==> src/rtl/ex_arb_pkg.sv <==
// Shared state encoding, default widths and a width helper for the datapath arbiter slice.
package ex_arb_pkg;

    localparam int N_REQ_DEF   = 4;
    localparam int DATA_W_DEF  = 32;
    localparam int TIMEOUT_DEF = 15;

    typedef enum logic [1:0] {
        IDLE  = 2'd0,
        ISSUE = 2'd1,
        WAIT  = 2'd2,
        RESP  = 2'd3
    } state_t;

    // Bits needed to index 'value' distinct items (value >= 2).
    function automatic int clog2(input int value);
        int result;
        result = 0;
        while ((1 << result) < value) result++;
        return result;
    endfunction

endpackage

==> src/rtl/ex_rr_picker.sv <==
// Round-robin selector: rotate requests so rr_ptr is at bit 0, take the lowest set bit,
// then rotate the winner back to its absolute index.
module ex_rr_picker
    import ex_arb_pkg::*;
#(
    parameter  int N_REQ = N_REQ_DEF,
    localparam int IDX_W = clog2(N_REQ)
) (
    input  logic [N_REQ-1:0] req,
    input  logic [IDX_W-1:0] rr_ptr,
    output logic [N_REQ-1:0] grant,
    output logic [IDX_W-1:0] index,
    output logic             any
);

    logic [2*N_REQ-1:0] doubled;
    logic [N_REQ-1:0]   rotated;
    logic [IDX_W-1:0]   rot_idx;
    logic [IDX_W:0]     sum;

    // NOTE: every variable gets a default at the top of always_comb so no path leaves it unassigned (no latch).
    always_comb begin
        doubled = {req, req};
        rotated = doubled[rr_ptr +: N_REQ];
        any     = |req;
        rot_idx = '0;
        for (int i = N_REQ - 1; i >= 0; i--) begin
            if (rotated[i]) rot_idx = IDX_W'(i);
        end
        sum = {1'b0, rot_idx} + {1'b0, rr_ptr};
        if (sum >= (IDX_W + 1)'(N_REQ)) sum = sum - (IDX_W + 1)'(N_REQ);
        index = sum[IDX_W-1:0];
        grant = any ? (N_REQ'(1) << index) : '0;
    end

endmodule

==> src/rtl/ex_dp_arbiter.sv <==
// Round-robin arbiter sharing one ce/data_valid datapath among N_REQ requesters,
// with a bounded wait for the result and a timeout error response.
module ex_dp_arbiter
    import ex_arb_pkg::*;
#(
    parameter  int N_REQ   = N_REQ_DEF,
    parameter  int DATA_W  = DATA_W_DEF,
    parameter  int TIMEOUT = TIMEOUT_DEF,
    localparam int IDX_W   = clog2(N_REQ)
) (
    input  logic                    clk,
    input  logic                    rst,
    input  logic [N_REQ-1:0]        req_valid,
    input  logic [N_REQ*DATA_W-1:0] req_data,
    output logic [N_REQ-1:0]        req_ready,
    output logic [N_REQ-1:0]        rsp_valid,
    output logic [DATA_W-1:0]       rsp_data,
    output logic                    rsp_err,
    output logic                    dp_ce,
    output logic [DATA_W-1:0]       dp_data_in,
    input  logic                    dp_data_valid,
    input  logic [DATA_W-1:0]       dp_data_out,
    output logic                    busy,
    output logic [IDX_W-1:0]        grant_id,
    output logic                    err_sticky
);

    localparam int               CNT_W     = clog2(TIMEOUT + 1);
    localparam logic [CNT_W-1:0] CNT_LIMIT = CNT_W'(TIMEOUT);
    localparam logic [IDX_W-1:0] LAST_IDX  = IDX_W'(N_REQ - 1);

    state_t           state, state_next;
    logic [IDX_W-1:0] rr_ptr;
    logic [CNT_W-1:0] wait_cnt;
    logic [N_REQ-1:0] pick_grant;
    logic [IDX_W-1:0] pick_index;
    logic             pick_any;
    logic             timed_out;

    ex_rr_picker #(.N_REQ(N_REQ)) u_picker (
        .req    (req_valid),
        .rr_ptr (rr_ptr),
        .grant  (pick_grant),
        .index  (pick_index),
        .any    (pick_any)
    );

    // Gated with rst so nothing is offered while the block is held in reset.
    assign req_ready = (state == IDLE && rst) ? pick_grant : '0;
    assign dp_ce     = (state == ISSUE);
    assign busy      = (state != IDLE);
    assign timed_out = (state == WAIT) && !dp_data_valid && (wait_cnt == CNT_LIMIT);

    always_comb begin
        state_next = state;
        case (state)
            IDLE:    if (pick_any) state_next = ISSUE;
            ISSUE:   state_next = dp_data_valid ? RESP : WAIT;
            WAIT:    if (dp_data_valid || timed_out) state_next = RESP;
            RESP:    state_next = IDLE;
            default: state_next = IDLE;
        endcase
    end

    // NOTE: clocked state uses non-blocking assignments so every flop samples pre-edge values.
    always_ff @(posedge clk or negedge rst) begin
        if (!rst) state <= IDLE;
        else      state <= state_next;
    end

    always_ff @(posedge clk or negedge rst) begin
        if (!rst) begin
            rr_ptr     <= '0;
            wait_cnt   <= '0;
            grant_id   <= '0;
            dp_data_in <= '0;
            rsp_valid  <= '0;
            rsp_data   <= '0;
            rsp_err    <= 1'b0;
            err_sticky <= 1'b0;
        end else begin
            rsp_valid <= (state_next == RESP) ? (N_REQ'(1) << grant_id) : '0;
            case (state)
                IDLE: begin
                    if (pick_any) begin
                        grant_id   <= pick_index;
                        dp_data_in <= req_data[pick_index*DATA_W +: DATA_W];
                    end
                end
                ISSUE: begin
                    wait_cnt <= CNT_W'(1);
                    if (dp_data_valid) begin
                        rsp_data <= dp_data_out;
                        rsp_err  <= 1'b0;
                    end
                end
                WAIT: begin
                    // A result arriving on the limit cycle still wins over the timeout.
                    if (dp_data_valid) begin
                        rsp_data <= dp_data_out;
                        rsp_err  <= 1'b0;
                    end else if (timed_out) begin
                        rsp_data   <= '0;
                        rsp_err    <= 1'b1;
                        err_sticky <= 1'b1;
                    end else begin
                        wait_cnt <= wait_cnt + 1'b1;
                    end
                end
                RESP: begin
                    rr_ptr <= (grant_id == LAST_IDX) ? '0 : grant_id + 1'b1;
                end
                default: ;
            endcase
        end
    end

endmodule

==> config.mk <==
export PLATFORM = sky130hd
export DESIGN_NAME = ex_dp_arbiter
export DESIGN_NICKNAME = d
export VERILOG_FILES = /design/src/rtl/ex_arb_pkg.sv /design/src/rtl/ex_rr_picker.sv /design/src/rtl/ex_dp_arbiter.sv
export SDC_FILE = /design/constraint.sdc
export NUM_CORES = 1
export LEC_CHECK = 0
export BUFFER_PORTS_ARGS = -buffer_cell sky130_fd_sc_hd__buf_2
export CELL_PAD_IN_SITES_DETAIL_PLACEMENT = 1
export CELL_PAD_IN_SITES_GLOBAL_PLACEMENT = 2
export CORE_MARGIN = 2
export CORE_UTILIZATION = 29
export CTS_CLUSTER_SIZE = 40
export DETAILED_ROUTE_END_ITERATION = 10
export PLACE_DENSITY = 0.91
export SYNTH_ARGS = -nofsm -noshare
export SYNTH_HDL_FRONTEND = slang
export SYNTH_SLANG_ARGS = --single-unit
==> constraint.sdc <==
create_clock -name clk -period 7.2 [get_ports clk]
set_input_delay 0 -clock clk [delete_from_list [all_inputs] [get_ports clk]]
set_output_delay 0 -clock clk [all_outputs]
set_load 0.02 [all_outputs]
==> metrics <==
status=complete, no violations; Post-Route WL=between 15000 and 20000 um; TritonRoute pass-1 iters=4; Clock Tree Root=clkbuf_16; CTS buffer count=9; Final Hold Viols=0; synth warn=0; CP Cell Sequence=nand2_1 -> a21oi_1 -> nor2_1 -> a211oi_1 -> a21oi_1 -> ha_4 -> xnor2_1 -> a31oi_4 -> or2_2 -> buf_4 -> nor2_1 -> buf_2; Synth cell types=39; area fraction of the dominant cell type after synthesis=between 40% and 50%; async set-reset flop share out of synthesis=100.0%; Net Sw Power=1834 uW; DR vias=approximately 4.5k; RSZ-0062 raised after global routing=no; Die Wd=~130 um; RD Place Congestion=between 0.7 and 0.8; CP delay by family, top=compound AO/OA/AOI/OAI gates; CP Depth=12; Fmax achieved=254.5 MHz; Max-Cap Viols=0; clock slew at reported path FFs=roughly 70 ps; Synth Area per Inst=11.02 sq um; Slew @ Worst Pin=between 1000 and 1500 ps; ANT nets after route=0; slowest stage cell, crit path=a31oi_4; crit path launch type=flip-flop; multi-input logic area=between 0.002 and 0.003 sq mm; Flop pwr share=22.1%; total track usage=between 10% and 20%; Clock Path Buffers=2; Reg2Reg Launch Point=rr_ptr[1]; Remaining Overflow, GRT=0; CTS Sinks=80; ys flop type=dfrtp_1; Setup CP Type=reg -> out; setup violators final=0; wire length on met1=6671 um; Post-Syn Instances=442; fin. max-slew vios=0; Yosys reg bits=80; pwr/cell area=537.3 mW/mm^2; Power, Total=3678 uW; part of the power in combinational logic=approximately two thirds; leak pwr=0.003483 uW; register area share after synthesis=~41%; Max-Slew Margin vs Limit=12.51%; Hold WC Path Type=in -> reg; Post-synth EDFFs=0; Worst Setup End Kind=primary output; crit path from=rr_ptr[1]; Placeable Area=between 0.015 and 0.02 sq mm; Synthesized Nets=around 620; starting density of the core=29.48%; worst-path fanout max=35; # DRC=0; Port Buffers=244; minimum clock period=a little under 4000 ps; area leader, netlist=dfrtp_1; worst r2r path cells=11; total length of routed met3 wires=866 um; Worst Min Path Start=req_data[64]; Reg area=roughly 0.0020 sq mm; Tcrit/Tclk final=roughly 55%; Synth area leaders=dfrtp_1 (41%), mux2i_1 (13%), o311ai_4 (11%); Layout Cells excl Fill=between 900 and 1k; Setup Skew=11.91 ps; CTS H-tree depth=3; mapped cell area=about 0.0049 sq mm; area grow syn2layout=40.53%; switching power share of the total=49.87%; crit path buf inv count=2; WP data arrival=approximately 3900 ps; Clock power frac=11.9%; met2 wire length=8537 um; Antenna Cells=0; nets=approximately 880; most common cell in the netlist=dfrtp_1; FP Rows=47; vias per inst=4.855; setup_tns=0 ps; vias in the first global route=around 5k; VDD IR max=around 0.26 mV; filler cell count=between 1.5k and 2k; initial antenna violation count=0; CTS tree=built; Post-CTS Setup Bufs=0; Clock Latency Late Sink=between 300 and 400 ps; die height=around 130 um; first-pass GRT wire length=25650 um; number of instances in the placed design=~870; CP required=~7200 ps; internal power=about 1800 uW; DR WL/cell=around 18 um; CP peak stage delay=~730 ps; hold path cells=3; num ports=~250; layout cell share with drive strength beyond 1=between 40% and 50%; First DRT Iteration DRCs=approximately 120; Synth top cells by count=dfrtp_1 (80), mux2i_1 (64), nor2_1 (45), nand2_1 (41), o21ai_0 (38); largest net degree at the start of global routing=73; die area=~0.018 sq mm; DR top layer=met4; dpl hpwl=roughly 12000 um
[cell type report]
class                      count  area share, %
sequential                    80          29.25
clock buffer                   9          3.290
multi-input combinational    315          38.82
inverter                      10         0.5483
timing repair buffer         282          23.29
tap                          220          4.021
clock inverter                 7         0.7860
[final timing paths]
path,slack (ps),end
max in group asynchronous,6010,dp_data_in[28]
worst max register to register,3540,dp_data_in[25]
min in group asynchronous,150,dp_data_in[0]
worst max-delay path,3270,req_ready[3]
worst min register to register,480,err_sticky
worst min-delay path,30,dp_data_in[0]
[routing by layer]
layer	vias to the layer above	global-route usage [%]
li1	2133	-
met2	169	34.31
met5	-	0
met3	24	4.262
met1	2155	20.62
met4	0	5.910
[worst reg2reg max path, stage by stage, from the launching register on]
cell and delay, ps:
dfrtp_1 560, nand2_1 110, a21oi_1 190, nor2_1 60
a211oi_1 240, a21oi_1 130, ha_4 200, xnor2_1 160
a31oi_4 730, or2_2 240, buf_4 620, o311ai_2 260
[flip-flops by register name, indices dropped and copies added, names as in the netlist]
signal,flops
grant_id,2
rsp_data,32
dp_data_in,32
state,2
wait_cnt,4
rsp_valid,4
err_sticky,1
rr_ptr,2
rsp_err,1
[cell usage in the layout (no fill, tap or decap), types with 2 or more instances in the layout]
cell / instances
o311ai_4: 20
nand2b_1: 2
nand2_1: 40
mux2i_1: 64
o311ai_2: 7
nor3b_2: 2
clkinv_2: 2
and3b_1: 2
buf_2: 243
clkinv_4: 3
buf_4: 5
inv_6: 2
dlygate4sd3_1: 34
and3_1: 4
o311ai_1: 5
o21ai_0: 38
a21oi_1: 9
nor2b_1: 3
nor2_1: 44
inv_1: 10
ha_1: 11
clkbuf_16: 9
nand3_1: 4
mux2_2: 2
a22o_1: 32
o21ai_1: 4
dfrtp_1: 80
nor3_1: 4
[kinds of logic (layout without fill, tap and decap cells)]
family / count (synthesis) / count (layout) / share of synthesized area, %
xor gates and xnor gates: 1 / 1 / 0.1798
and+or+nand+nor: 113 / 113 / 10.45
adders and majority gates: 12 / 12 / 3.082
muxes: 66 / 66 / 13.61
buffers and inverters: 47 / 308 / 5.343
DFF: 80 / 80 / 41.10
AOI/OAI and AO/OA: 123 / 123 / 26.23
[through the flow]
stage | cell area [sq um] | setup WS [ps] | hold WS [ps] | utilization [%]
finish | 6845 | 3271 | 26.45 | 41.43
global route | 6845 | 2890 | 50.45 | 41.43
CTS | 6838 | 3197 | 5.065 | 41.38
detailed placement | 6218 | 3517 | -12.94 | 37.63
global placement | 6218 | 3724 | -22.93 | 37.63
floorplan | 4871 | 4669 | -295.6 | -
[power groups by stage]
stage | clock network, uW | registers, uW | logic [uW]
3_3_place_gp | 0 | 803 | 2340
5_1_grt | 468 | 843 | 2630
2_1_floorplan | 0 | 1030 | 1660
3_5_place_dp | 0 | 816 | 2430
6_report | 437 | 811 | 2430
4_1_cts | 453 | 811 | 2450
[what timing repair did]
action	4_1_cts	5_1_grt
hold buffers	34	0
resized for setup	0	0
hold endpoints to repair	63	0
Note: power is estimated with default switching activity, not from simulation.
